## src/rtl/mem_arb_pkg.sv

```systemverilog
// mem_arb_pkg
//   Shared types and constants for the memory port arbiter slice.
//   state_t : arbiter sequencing state (idle / waiting for read data)
//   owner_t : which requester owns the outstanding read
//   LAT_CNT_WIDTH : width of the read-latency down-counter (latencies 1..15)
package mem_arb_pkg;

  localparam int LAT_CNT_WIDTH = 4;

  typedef enum logic [0:0] {
    ARB_IDLE = 1'b0,
    ARB_WAIT = 1'b1
  } state_t;

  typedef enum logic [1:0] {
    OWN_NONE = 2'b00,
    OWN_IF   = 2'b01,
    OWN_DM   = 2'b10
  } owner_t;

  // The counter reaches zero exactly on the response cycle, so it is
  // preloaded with one less than the read latency.
  function automatic logic [LAT_CNT_WIDTH-1:0] lat_preload(input int unsigned lat);
    return LAT_CNT_WIDTH'(lat - 32'd1);
  endfunction

endpackage

```

## src/rtl/mem_arb_timer.sv

```systemverilog
// mem_arb_timer
//   Loadable down-counter with a done flag, used to time the memory read
//   latency.
//   clk, rst   : clock and synchronous active-high reset
//   load       : load load_val this cycle (takes priority over counting)
//   load_val   : value to preload
//   done       : counter is at zero
module mem_arb_timer
  import mem_arb_pkg::*;
(
  input  logic                     clk,
  input  logic                     rst,
  input  logic                     load,
  input  logic [LAT_CNT_WIDTH-1:0] load_val,
  output logic                     done
);

  logic [LAT_CNT_WIDTH-1:0] cnt_q;
  logic [LAT_CNT_WIDTH-1:0] cnt_d;

  // Next count: load, else decrement until zero and hold there.
  always_comb begin
    cnt_d = cnt_q;
    if (load) begin
      cnt_d = load_val;
    end else if (cnt_q != '0) begin
      cnt_d = cnt_q - LAT_CNT_WIDTH'(1);
    end else begin
      cnt_d = cnt_q;
    end
  end

  // Counter register.
  always_ff @(posedge clk) begin
    if (rst) begin
      cnt_q <= '0;
    end else begin
      cnt_q <= cnt_d;
    end
  end

  assign done = (cnt_q == '0);

endmodule

```

## src/rtl/mem_port_arbiter.sv

```systemverilog
// mem_port_arbiter
//   Shares one single-ported memory between the fetch requester (if_*) and
//   the load/store requester (dm_*). Data has fixed priority over fetch,
//   except that after STARVE_LIMIT consecutive data grants with fetch
//   waiting, fetch wins. One transaction is outstanding at a time; reads
//   return MEM_LATENCY cycles after issue, stores acknowledge one cycle
//   after issue. A new grant may be made in the cycle a read completes.
//   if_req_*  / if_resp_*  : fetch request / response
//   dm_req_*  / dm_resp_*  : load/store request / response
//   mem_*                  : memory port (strobes and address valid only in
//                            the grant cycle; read data sampled at completion)
module mem_port_arbiter
  import mem_arb_pkg::*;
#(
  parameter int DATA_WIDTH   = 32,
  parameter int ADDR_WIDTH   = 32,
  parameter int MEM_LATENCY  = 2,
  parameter int STARVE_LIMIT = 4
) (
  input  logic                  clk,
  input  logic                  rst,
  input  logic                  if_req_valid,
  input  logic [ADDR_WIDTH-1:0] if_req_addr,
  output logic                  if_req_ready,
  output logic                  if_resp_valid,
  output logic [DATA_WIDTH-1:0] if_resp_data,
  input  logic                  dm_req_valid,
  input  logic                  dm_req_write,
  input  logic [ADDR_WIDTH-1:0] dm_req_addr,
  input  logic [DATA_WIDTH-1:0] dm_req_wdata,
  output logic                  dm_req_ready,
  output logic                  dm_resp_valid,
  output logic [DATA_WIDTH-1:0] dm_resp_data,
  output logic [ADDR_WIDTH-1:0] mem_addr,
  output logic [DATA_WIDTH-1:0] mem_wdata,
  output logic                  mem_read_enable,
  output logic                  mem_write_enable,
  input  logic [DATA_WIDTH-1:0] mem_read_data
);

  localparam int SC_W = (STARVE_LIMIT < 1) ? 1 : $clog2(STARVE_LIMIT + 1);
  localparam logic [SC_W-1:0] STARVE_MAX = SC_W'(STARVE_LIMIT);

  state_t          state_q, state_d;
  owner_t          owner_q, owner_d;
  logic [SC_W-1:0] starve_q, starve_d;
  logic            store_ack_q, store_ack_d;
  // High for the cycle right after reset; grants are held off so every
  // output stays at zero through that cycle.
  logic            init_q, init_d;

  logic timer_load;
  logic timer_done;
  logic read_done;
  logic grant_en;
  logic grant_if;
  logic grant_dm;

  mem_arb_timer u_timer (
    .clk      (clk),
    .rst      (rst),
    .load     (timer_load),
    .load_val (lat_preload(MEM_LATENCY)),
    .done     (timer_done)
  );

  // Grant selection, response routing, memory port drive and next state.
  always_comb begin
    state_d          = state_q;
    owner_d          = owner_q;
    starve_d         = starve_q;
    store_ack_d      = 1'b0;
    init_d           = 1'b0;
    timer_load       = 1'b0;
    read_done        = 1'b0;
    grant_en         = 1'b0;
    grant_if         = 1'b0;
    grant_dm         = 1'b0;
    if_req_ready     = 1'b0;
    if_resp_valid    = 1'b0;
    if_resp_data     = '0;
    dm_req_ready     = 1'b0;
    dm_resp_valid    = 1'b0;
    dm_resp_data     = '0;
    mem_addr         = '0;
    mem_wdata        = '0;
    mem_read_enable  = 1'b0;
    mem_write_enable = 1'b0;

    // rst gates everything combinationally so outputs are zero in the
    // reset cycle itself, not just after the registers clear.
    if (!rst && (state_q == ARB_WAIT) && timer_done) begin
      read_done = 1'b1;
    end else begin
      read_done = 1'b0;
    end

    // Response side.
    if (read_done) begin
      state_d = ARB_IDLE;
      owner_d = OWN_NONE;
      case (owner_q)
        OWN_IF: begin
          if_resp_valid = 1'b1;
          if_resp_data  = mem_read_data;
        end
        OWN_DM: begin
          dm_resp_valid = 1'b1;
          dm_resp_data  = mem_read_data;
        end
        default: begin
          if_resp_valid = 1'b0;
          dm_resp_valid = 1'b0;
        end
      endcase
    end else if (!rst && store_ack_q) begin
      dm_resp_valid = 1'b1;
    end else begin
      dm_resp_valid = 1'b0;
    end

    // Grants are taken when idle or in the completion cycle of a read.
    if (!rst && !init_q && ((state_q == ARB_IDLE) || read_done)) begin
      grant_en = 1'b1;
    end else begin
      grant_en = 1'b0;
    end

    if (grant_en && if_req_valid && (!dm_req_valid || (starve_q == STARVE_MAX))) begin
      grant_if = 1'b1;
    end else if (grant_en && dm_req_valid) begin
      grant_dm = 1'b1;
    end else begin
      grant_if = 1'b0;
      grant_dm = 1'b0;
    end

    // Issue side.
    if (grant_if) begin
      if_req_ready    = 1'b1;
      mem_addr        = if_req_addr;
      mem_read_enable = 1'b1;
      state_d         = ARB_WAIT;
      owner_d         = OWN_IF;
      timer_load      = 1'b1;
    end else if (grant_dm) begin
      dm_req_ready = 1'b1;
      mem_addr     = dm_req_addr;
      if (dm_req_write) begin
        // Store finishes in the grant cycle; only the ack is deferred.
        mem_wdata        = dm_req_wdata;
        mem_write_enable = 1'b1;
        store_ack_d      = 1'b1;
      end else begin
        mem_read_enable = 1'b1;
        state_d         = ARB_WAIT;
        owner_d         = OWN_DM;
        timer_load      = 1'b1;
      end
    end else begin
      mem_read_enable = 1'b0;
    end

    // Starve counter counts data wins only while fetch is waiting.
    if (!if_req_valid) begin
      starve_d = '0;
    end else if (grant_if) begin
      starve_d = '0;
    end else if (grant_dm && (starve_q != STARVE_MAX)) begin
      starve_d = starve_q + SC_W'(1);
    end else begin
      starve_d = starve_q;
    end
  end

  // State registers.
  always_ff @(posedge clk) begin
    if (rst) begin
      state_q     <= ARB_IDLE;
      owner_q     <= OWN_NONE;
      starve_q    <= '0;
      store_ack_q <= 1'b0;
      init_q      <= 1'b1;
    end else begin
      state_q     <= state_d;
      owner_q     <= owner_d;
      starve_q    <= starve_d;
      store_ack_q <= store_ack_d;
      init_q      <= init_d;
    end
  end

endmodule

```

## config.mk

```make
export PLATFORM = sky130hd
export DESIGN_NAME = mem_port_arbiter
export DESIGN_NICKNAME = d
export VERILOG_FILES = /design/src/rtl/mem_arb_pkg.sv /design/src/rtl/mem_arb_timer.sv /design/src/rtl/mem_port_arbiter.sv
export SDC_FILE = /design/constraint.sdc
export NUM_CORES = 1
export LEC_CHECK = 0
export BUFFER_PORTS_ARGS = -buffer_cell sky130_fd_sc_hd__buf_2
export CORE_AREA = 2 2 104 106
export DETAILED_ROUTE_END_ITERATION = 6
export DIE_AREA = 0 0 106 108
export GPL_TIMING_DRIVEN = 0
export SYNTH_ARGS = -nofsm -noshare
export SYNTH_HDL_FRONTEND = slang
export SYNTH_SLANG_ARGS = --single-unit
```

## constraint.sdc

```tcl
create_clock -name clk -period 2.8 [get_ports clk]
set_input_delay 0.28 -clock clk [delete_from_list [all_inputs] [get_ports clk]]
set_output_delay 0.28 -clock clk [all_outputs]
set_load 0.05 [all_outputs]
```

==> flow_summary.ini, run 1 <==
[yosys]
syn_area_um2 = 2090
synthMuxAreaShare_pct = 1.91
synth_compound_area_share_pct = 28.3
async_reset_ff_share_pct = 0
synthCells = 309
ys_ff_latch = 12
ys_warn_count = 0
avgSynthCellArea_um2 = 6.78
synth_nets = 446
synthSimpleGateAreaFrac_pct = 45.8
synth_top_family_by_area = simple AND/OR/NAND/NOR gates
synth_top_flop_cell = dfxtp_1
synth_xor_area_share_pct = 0.418
synth-edff-count = 0
yosysSeqAreaShare_pct = 11.5
synth_cell_types = 40
synth_fa_ha_area_share_pct = 2.39

[layout]
area_delta_synth_final_pct = 83.3
drive_gt1_share_pct = 51.0
multiInputGateArea_um2 = 1660
fillers = 1112
fin_nets = 719
layout.area.seq_um2 = 240
antenna_cells = 0

[worst_setup_path]
rrSetupSlack_ns = 0.80
r2r-start = u_timer.cnt_q[0]
worstPathArrival_ns = 2.40
worstSetupPathType = flip-flop to output port
cp-end-kind = output port
crit_start = u_timer.cnt_q[0]
r2r-end = store_ack_q
critPathCapture = if_resp_data[17]
rr_worst_depth = 6
start_kind = flip-flop
crit_required_ns = 2.52
critPathMaxFanout = 10

[detailed_routing]
dr.first_iter.drc_count = 200
via_per_inst = 4.57
first_pass_iters = 4
ant_nets = 0
drt-wirelength-per-cell_um = 13.6
drc = 0
dr_total_vias = 3275
drt-total-wl_um = 9770

[global_routing]
grt_usage_pct = 14.4
grt_pass1_vias = 2885
grt_max_degree = 11
grt_pass1_wl_um = 13700
antenna_found_initial = 0
overflow = 0

[timing]
finalMaxSlewViolations = 0
fin_crit_ns = 2.68
hold_violations = 0
fin_setup_tns_ns = 0
rsz0062_at_grt = yes
relSlewSlack_pct = 65.1
period_share_pct = 95.6
clock.fmax_mhz = 374
fin_ws_ns = 0.124
skew_ns = 0.000874
setup_viol = 0
tightest_slew_ns = 0.523

[clock_tree]
cts.sinks = 12
htreeDepth = 1
clkTransAtPathRegs_ns = 0.05
clk_latency_ns = 0.24
cts_buffers = 3
cts_tree = built
cts_root_buf = clkbuf_8
clk_path_buf_depth = 2

[power]
power_density_nw_per_um2 = 282
vdd_drop_max_mv = 0.205
p_leak_nw = 2.05
total_power_w = 0.00108

[placed_design]
dpl.hpwl_um = 8030
dpl_worst_slack_ns = 0.153
port_buffers = 265
gp_congestion = 0.835

[die]
die_w_um = 106
ios = 267
core.rowCount = 37
start_util_pct = 20.5
die_area_um2 = 11400
die_y_um = 108
core_area_um2 = 10200

[run]
maxCapViolations = 0

[worst_hold_path]
whs_path_depth = 1
holdCritPathClass = input pin to flip-flop

[outcome]
status = finished clean
==> power breakdown <==
part | switching (W) | leakage, nW | internal (W) | total [W]
Combinational | 0.000434 | 1.93 | 0.000271 | 0.000705
Clock | 0.0000613 | 0.0216 | 0.0000947 | 0.000156
Sequential | 0.0000200 | 0.0984 | 0.000202 | 0.000222
Total | 0.000515 | 2.05 | 0.000567 | 0.00108
==> metrics by stage <==
stage | utilization (%) | area, µm² | hold slack, ns | std cells
4_1_cts | 35.8 | 3660 | 0.270 | 714
5_1_grt | 37.5 | 3840 | 0.274 | 716
3_5_place_dp | 35.1 | 3600 | 0.478 | 710
6_report | 37.5 | 3840 | 0.276 | 716
3_3_place_gp | 35.1 | 3600 | 0.467 | 710
2_1_floorplan | - | 2100 | 0.308 | 309
==> kinds of logic after synthesis <==
group	Yosys count
muxes	4
xor gates and xnor gates	1
DFF	12
AOI/OAI and AO/OA	87
buffers and inverters	45
adders and majority gates	4
and+or+nand+nor	156
==> registers in the layout, summed over array words and instances (netlist names) <==
register       cells
init_q             1
store_ack_q        1
starve_q           3
u_timer.cnt_q      4
owner_q            2
state_q            1
==> synth_stat cells (2+ instances only) <==
cell	instances	area, µm²
buf_2	4	20.0
ha_1	4	50.1
buf_6	4	45.0
a21oi_1	36	180
nand3_1	34	170
a211oi_1	4	30.0
nand2b_1	3	18.8
o211ai_1	34	255
buf_1	2	7.51
nand2_1	5	18.8
dfxtp_1	12	240
nor2_1	2	7.51
nor2b_1	5	31.3
nor3b_1	2	15.0
o211a_1	2	20.0
inv_1	10	37.5
mux2i_1	4	40.0
clkbuf_1	25	93.8
and2_1	96	601
==> metal layers <==
metal	up-vias	share of wire, %	GRT usage (%)
li1	1624	-	-
met1	1475	42	19.2
met2	158	50	24.8
met3	18	6.2	1.15
met4	0	2.0	4.14
met5	-	0	0
==> what timing repair did <==
item | 4_1_cts | 5_1_grt
resized for setup | 8 | 75
buffers inserted | 1 | 2
hold buffers | 0 | 0
endpoints found under the hold margin | 0 | 0
pin swaps | 1 | 2
setup endpoints to repair | 80 | 82
==> cell type report <==
| class | count | share of cell area, % |
|---|---|---|
| well taps | 136 | 4.43 |
| flip-flops and latches | 12 | 6.26 |
| plain buffers | 35 | 4.79 |
| repair buffers | 268 | 39.2 |
| clock buffers | 3 | 1.08 |
| multi-input cells | 252 | 43.3 |
| inverters | 10 | 0.978 |
==> how the worst min path moves through the flow <==
| stage | from | end | slack, ns |
|---|---|---|---|
| 5_1_grt | rst | init_q | 0.27 |
| 4_1_cts | rst | init_q | 0.27 |
| 3_5_place_dp | starve_q[1] | starve_q[1] | 0.48 |
| 6_report | rst | init_q | 0.28 |
| 2_1_floorplan | rst | init_q | 0.31 |
| 3_3_place_gp | starve_q[1] | starve_q[1] | 0.47 |
==> layout by cell type, fill, tap and decap left out, drive strengths merged <==
cell type,Yosys,routed
nand2,5,5
buf,10,220
a2111o,1,1
a21o,1,1
xnor2,1,1
a21oi,36,36
a21bo,1,1
nor3b,2,2
dfxtp,12,12
a22o,1,1
nor3,1,1
nor2b,5,5
or2,1,1
ha,4,4
and2,96,96
mux2i,4,4
and3,1,1
o21ai,1,1
o21a,1,1
o211a,2,2
nand3,34,34
nor4b,1,1
nor4,1,1
or3,1,1
o31ai,1,1
nand4b,1,1
a211oi,4,4
or4b,1,1
o22ai,1,1
a21boi,1,1
clkbuf,25,86
nand2b,3,3
inv,10,10
or3b,1,1
a2111oi,2,2
nor2,2,2
o211ai,34,34
==> worst max-delay path, stage by stage (launching register included) <==
cell and delay [ns]:
dfxtp_1 0.31, inv_1 0.11, ha_1 0.19, or3b_1 0.37, buf_6 0.16, nor4_4 0.37, clkbuf_4 0.27, and2_1 0.15
clkbuf_4 0.24
Note: power is estimated with default switching activity, not from simulation.
==> inputs of run 2 (changes only) <==
--- a/config.mk
+++ b/config.mk
@@ -10,6 +10,7 @@
 export DETAILED_ROUTE_END_ITERATION = 6
 export DIE_AREA = 0 0 106 108
 export GPL_TIMING_DRIVEN = 0
+export SETUP_SLACK_MARGIN = 0.5
 export SYNTH_ARGS = -nofsm -noshare
 export SYNTH_HDL_FRONTEND = slang
 export SYNTH_SLANG_ARGS = --single-unit
==> run 2 against run 1 <==
Net effect: sequential share of layout area is 2.3 points lower; design area is 58% higher; via count is 9.6% higher; final cell count is 5.0% higher; first-iteration DRC count is 36% lower; highest routed layer unchanged.
==> flow_summary.ini, run 2 (synthesis results as in run 1) <==
[worst_setup_path]
rrSetupSlack_ns = 0.66
cp-end-kind = output port
rr_worst_depth = 10
crit_required_ns = 2.52
r2r-start = u_timer.cnt_q[1]
r2r-end = u_timer.cnt_q[3]
worstPathArrival_ns = 2.24
critPathMaxFanout = 7
worstSetupPathType = flip-flop to output port
crit_start = u_timer.cnt_q[1]
start_kind = flip-flop

[global_routing]
overflow = 0
grt_util_met3_pct = 4.22
busiest_layer = met2
grt_max_degree = 11
gr-usage-met1_pct = 20.9
grt_pass1_wl_um = 18700
antenna_found_initial = 0
grt_usage_pct = 19.9
grt_pass1_vias = 3690
grtUsageMet2_pct = 40.5

[placed_design]
port_buffers = 265
gp_congestion = 0.774
dpl.hpwl_um = 7830

[detailed_routing]
ant_nets = 0
drc = 0
drt-wirelength-per-cell_um = 17.3
dr.first_iter.drc_count = 129
drt-total-wl_um = 13000
dr_total_vias = 3589
via_per_inst = 4.77
first_pass_iters = 4

[worst_hold_path]
hold_end = init_q
hp-start = rst
holdCritPathClass = input pin to flip-flop
whs_path_depth = 1

[timing]
setup_viol = 0
fin_setup_tns_ns = 0
skew_ns = 0.000605
fin_crit_ns = 2.52
relSlewSlack_pct = 65.8
hold_violations = 0
finalMaxSlewViolations = 0
rsz0062_at_grt = yes
period_share_pct = 89.8
clock.fmax_mhz = 398
tightest_slew_ns = 0.514
whs_ns = 0.257

[power]
p_leak_nw = 2.73
vdd_drop_max_mv = 0.335
power_density_nw_per_um2 = 263

[layout]
fin_nets = 754
largest-register = u_timer.cnt_q
area_delta_synth_final_pct = 191
largest_registers = u_timer.cnt_q x4, starve_q x3, owner_q x2
drive_gt1_share_pct = 75.3
final_common_cell = buf_2
antenna_cells = 0
largest_reg_flops = 4
final_cell_mix = buf_2, buf_8, and2_4

[clock_tree]
cts_root_buf = clkbuf_8
clk_latency_ns = 0.24
cts.sinks = 12
clk_path_buf_depth = 2
cts_tree = built
htreeDepth = 1
clkTransAtPathRegs_ns = 0.06
cts_buffers = 3

[die]
core.rowCount = 37
die_y_um = 108
die_area_um2 = 11400
die_w_um = 106
core_area_um2 = 10200
start_util_pct = 20.5
ios = 267

[outcome]
status = finished clean

[run]
maxCapViolations = 0
## run 2: changes by cell type in the layout (fill, tap and decap cells not counted), moves of 32 or more
| cell | delta |
|---|---|
| and2_1 | -85 |
| buf_2 | -75 |
| buf_8 | +105 |
| a21oi_4 | +32 |
| and2_4 | +81 |
| clkbuf_4 | -59 |
| buf_6 | +53 |
## run 2: worst max path at each step
stage               cells past startpoint           end  slack [ns]
global placement                        7   mem_addr[8]        0.10
CTS                                     9  mem_wdata[9]        0.29
detailed placement                      7  mem_addr[12]        0.10
floorplan                               7  mem_addr[22]        0.32
global route                           10   mem_addr[8]        0.22
finish                                 10   mem_addr[5]        0.28
## run 2: final cells by class
class	count	area, µm²
fillers	826	4150
multi-input cells	252	2270
repair buffers	303	2980
flip-flops and latches	12	243
well taps	136	170
plain buffers	35	337
clock buffers	4	55.1
inverters	10	37.5
## run 2: routing by layer
metal / up-vias / routed length, µm
met1: 1717 / 4570
met4: 0 / 265
met2: 157 / 7370
met5: - / 0
li1: 1693 / -
met3: 22 / 797
## run 2: per-stage QoR
stage / cells / setup WS, ns / total power (W) / utilization, % / area [µm²]
6_report: 752 / 0.285 / 0.00160 / 59.5 / 6080
5_1_grt: 752 / 0.217 / 0.00168 / 59.5 / 6080
4_1_cts: 741 / 0.286 / 0.00144 / 54.7 / 5590
3_5_place_dp: 710 / 0.103 / 0.000973 / 38.5 / 3940
3_3_place_gp: 710 / 0.104 / 0.000961 / 38.5 / 3940
2_1_floorplan: 309 / 0.315 / 0.000762 / - / 2440
## run 2: power by group
group | internal [W] | leakage (nW) | switching, W
Clock | 0.000125 | 0.0288 | 0.0000722
Sequential | 0.000204 | 0.0989 | 0.0000253
Combinational | 0.000582 | 2.60 | 0.000589
## run 2: timing repair
| item | CTS | global route |
|---|---|---|
| gates cloned | 8 | 5 |
| hold buffers | 0 | 0 |
| setup endpoints to repair | 134 | 134 |
| setup buffers | 19 | 6 |
| pin swaps | 53 | 36 |
| resized for setup | 427 | 114 |
## run 2: critical path, stage by stage (launching register included)
cell	delay [ns]
dfxtp_2	0.32
inv_2	0.07
ha_4	0.14
or3b_4	0.37
buf_8	0.15
a21o_1	0.21
buf_8	0.17
buf_12	0.13
buf_16	0.14
a21oi_4	0.12
buf_6	0.17
==> inputs of run 3 (changes only) <==
--- a/config.mk
+++ b/config.mk
@@ -9,7 +9,7 @@
 export CORE_AREA = 2 2 104 106
 export DETAILED_ROUTE_END_ITERATION = 6
 export DIE_AREA = 0 0 106 108
-export GPL_TIMING_DRIVEN = 0
+export GPL_TIMING_DRIVEN = 1
 export SETUP_SLACK_MARGIN = 0.5
 export SYNTH_ARGS = -nofsm -noshare
 export SYNTH_HDL_FRONTEND = slang
==> run 3 against run 2 <==
Net effect: die area did not move; utilization fell by 6.5 points; total power fell by 19%; critical path depth fell by 2; non-clock buffer count fell by 34; clock skew rose by 0.0018 ns; via count fell by 3.6%; design area fell by 11%; hold slack improved by 0.0052 ns; setup slack improved by 0.0012 ns; global-route usage fell by 0.83 points; highest routed layer unchanged.
==> flow_summary.ini, run 3 (synthesis results as in run 1) <==
[die]
core.rowCount = 37
die_area_um2 = 11400
die_y_um = 108
start_util_pct = 20.5
core_area_um2 = 10200
die_w_um = 106
ios = 267

[global_routing]
grt_max_degree = 37
antenna_found_initial = 0
overflow = 0
grt_pass1_wl_um = 17600
grt_pass1_vias = 3467
grt_usage_pct = 19.0

[power]
power_density_nw_per_um2 = 239
vdd_drop_max_mv = 0.201
p_leak_nw = 2.49

[layout]
fin_util_pct = 53.0
antenna_cells = 0
largest_registers = u_timer.cnt_q x4, starve_q x3, owner_q x2
final_common_cell = buf_2
stdcell_count = 718
drive_gt1_share_pct = 76.3
final_cell_mix = buf_2, buf_8, and2_4
largest-register = u_timer.cnt_q
fin_nets = 720
area_delta_synth_final_pct = 159
multiInputGateArea_um2 = 2150
fillers = 904
largest_reg_flops = 4
layout.area.seq_um2 = 243

[placed_design]
gp_congestion = 0.763
dpl_worst_slack_ns = 0.339
dpl.hpwl_um = 6970
dp.cells = 686
port_buffers = 266

[worst_setup_path]
start_kind = flip-flop
worst_path_max_delay_cell = or3b_4
cp-end-kind = output port
crit_path_max_incr_delay_ns = 0.43
worstPathCellList = inv_2 -> ha_4 -> or3b_4 -> a2111oi_4 -> buf_4 -> buf_6 -> and2_4 -> buf_8
critPathMaxFanout = 8
worstPathArrival_ns = 2.23
crit_required_ns = 2.52
path_buf_inv = 4
worstSetupPathType = flip-flop to output port
critPathTopFamily = simple AND/OR/NAND/NOR gates

[timing]
finalMaxSlewViolations = 0
setup_viol = 0
clock.fmax_mhz = 398
period_share_pct = 89.8
rsz0062_at_grt = yes
hold_violations = 0
tightest_slew_ns = 0.420
relSlewSlack_pct = 72.0
skew_ns = 0.00244
fin_crit_ns = 2.51
fin_setup_tns_ns = 0
fin_ws_ns = 0.286

[detailed_routing]
drc = 0
ant_nets = 0
first_pass_iters = 4
via_per_inst = 4.82
drt-wirelength-per-cell_um = 16.7
drt-total-wl_um = 12000
dr.first_iter.drc_count = 165
dr_total_vias = 3460

[clock_tree]
cts_tree = built
cts_hold_buf = 0
cts_buffers = 3
clk_latency_ns = 0.24
cts_root_buf = clkbuf_8
clkTransAtPathRegs_ns = 0.05
clk_path_buf_depth = 2
htreeDepth = 1
cts.sinks = 12

[outcome]
status = finished clean

[worst_hold_path]
holdCritPathClass = input pin to flip-flop

[run]
maxCapViolations = 0
-- run 3: changes by cell type in the layout (fill, tap and decap cells not counted), sizes merged --
| cell | previous run | this run |
|---|---|---|
| buf | 317 | 278 |
| clkbuf | 25 | 30 |
-- run 3: cell type report --
class                      instances  area share (%)
inverter                          10           0.692
clock buffer                       4            1.02
multi-input combinational        252            39.6
timing repair buffer             304            51.0
tap                              136            3.14
sequential                        12            4.48
-- run 3: path summary, 6_finish.rpt --
kind	startpoint	end	slack (ns)	cells past startpoint
max	u_timer.cnt_q[0]	mem_wdata[25]	0.29	8
max reg2reg	u_timer.cnt_q[0]	u_timer.cnt_q[1]	0.92	6
min reg2reg	starve_q[1]	starve_q[1]	0.48	2
min	rst	init_q	0.26	1
-- run 3: power breakdown --
group          internal (W)  switching (W)  total [W]
Combinational      0.000374       0.000494   0.000868
Clock              0.000124      0.0000693   0.000194
Sequential         0.000205      0.0000303   0.000235
Total              0.000703       0.000593    0.00130
-- run 3: what timing repair did --
action,4_1_cts,5_1_grt
gates resized for setup,346,74
endpoints found under the setup margin,134,134
pin swaps,62,18
cloned,10,0
buffers inserted,16,2
-- run 3: worst reg2reg max path: cells and delay by family, from the launching register on --
family | cells | cell delay, ns
flip-flops | 1 | 0.32
adder cells (fa/ha/maj) | 1 | 0.14
buffers and inverters | 2 | 0.31
AO/OA/AOI/OAI | 2 | 0.59
AND/OR/NAND/NOR | 1 | 0.43
-- run 3: stage by stage --
stage	total power [W]	area (µm²)	hold slack, ns
global placement	0.000937	3860	0.466
finish	0.00130	5420	0.262
floorplan	0.000762	2440	0.308
CTS	0.00127	5210	0.263
global route	0.00138	5420	0.264
detailed placement	0.000942	3860	0.484
-- run 3: routing by layer --
metal / GRT usage, % / wire length [µm] / vias up
met1: 19.3 / 4150 / 1645
li1: - / - / 1628
met5: 0 / 0 / -
met2: 38.9 / 6790 / 166
met3: 3.68 / 813 / 21
met4: 5.83 / 259 / 0
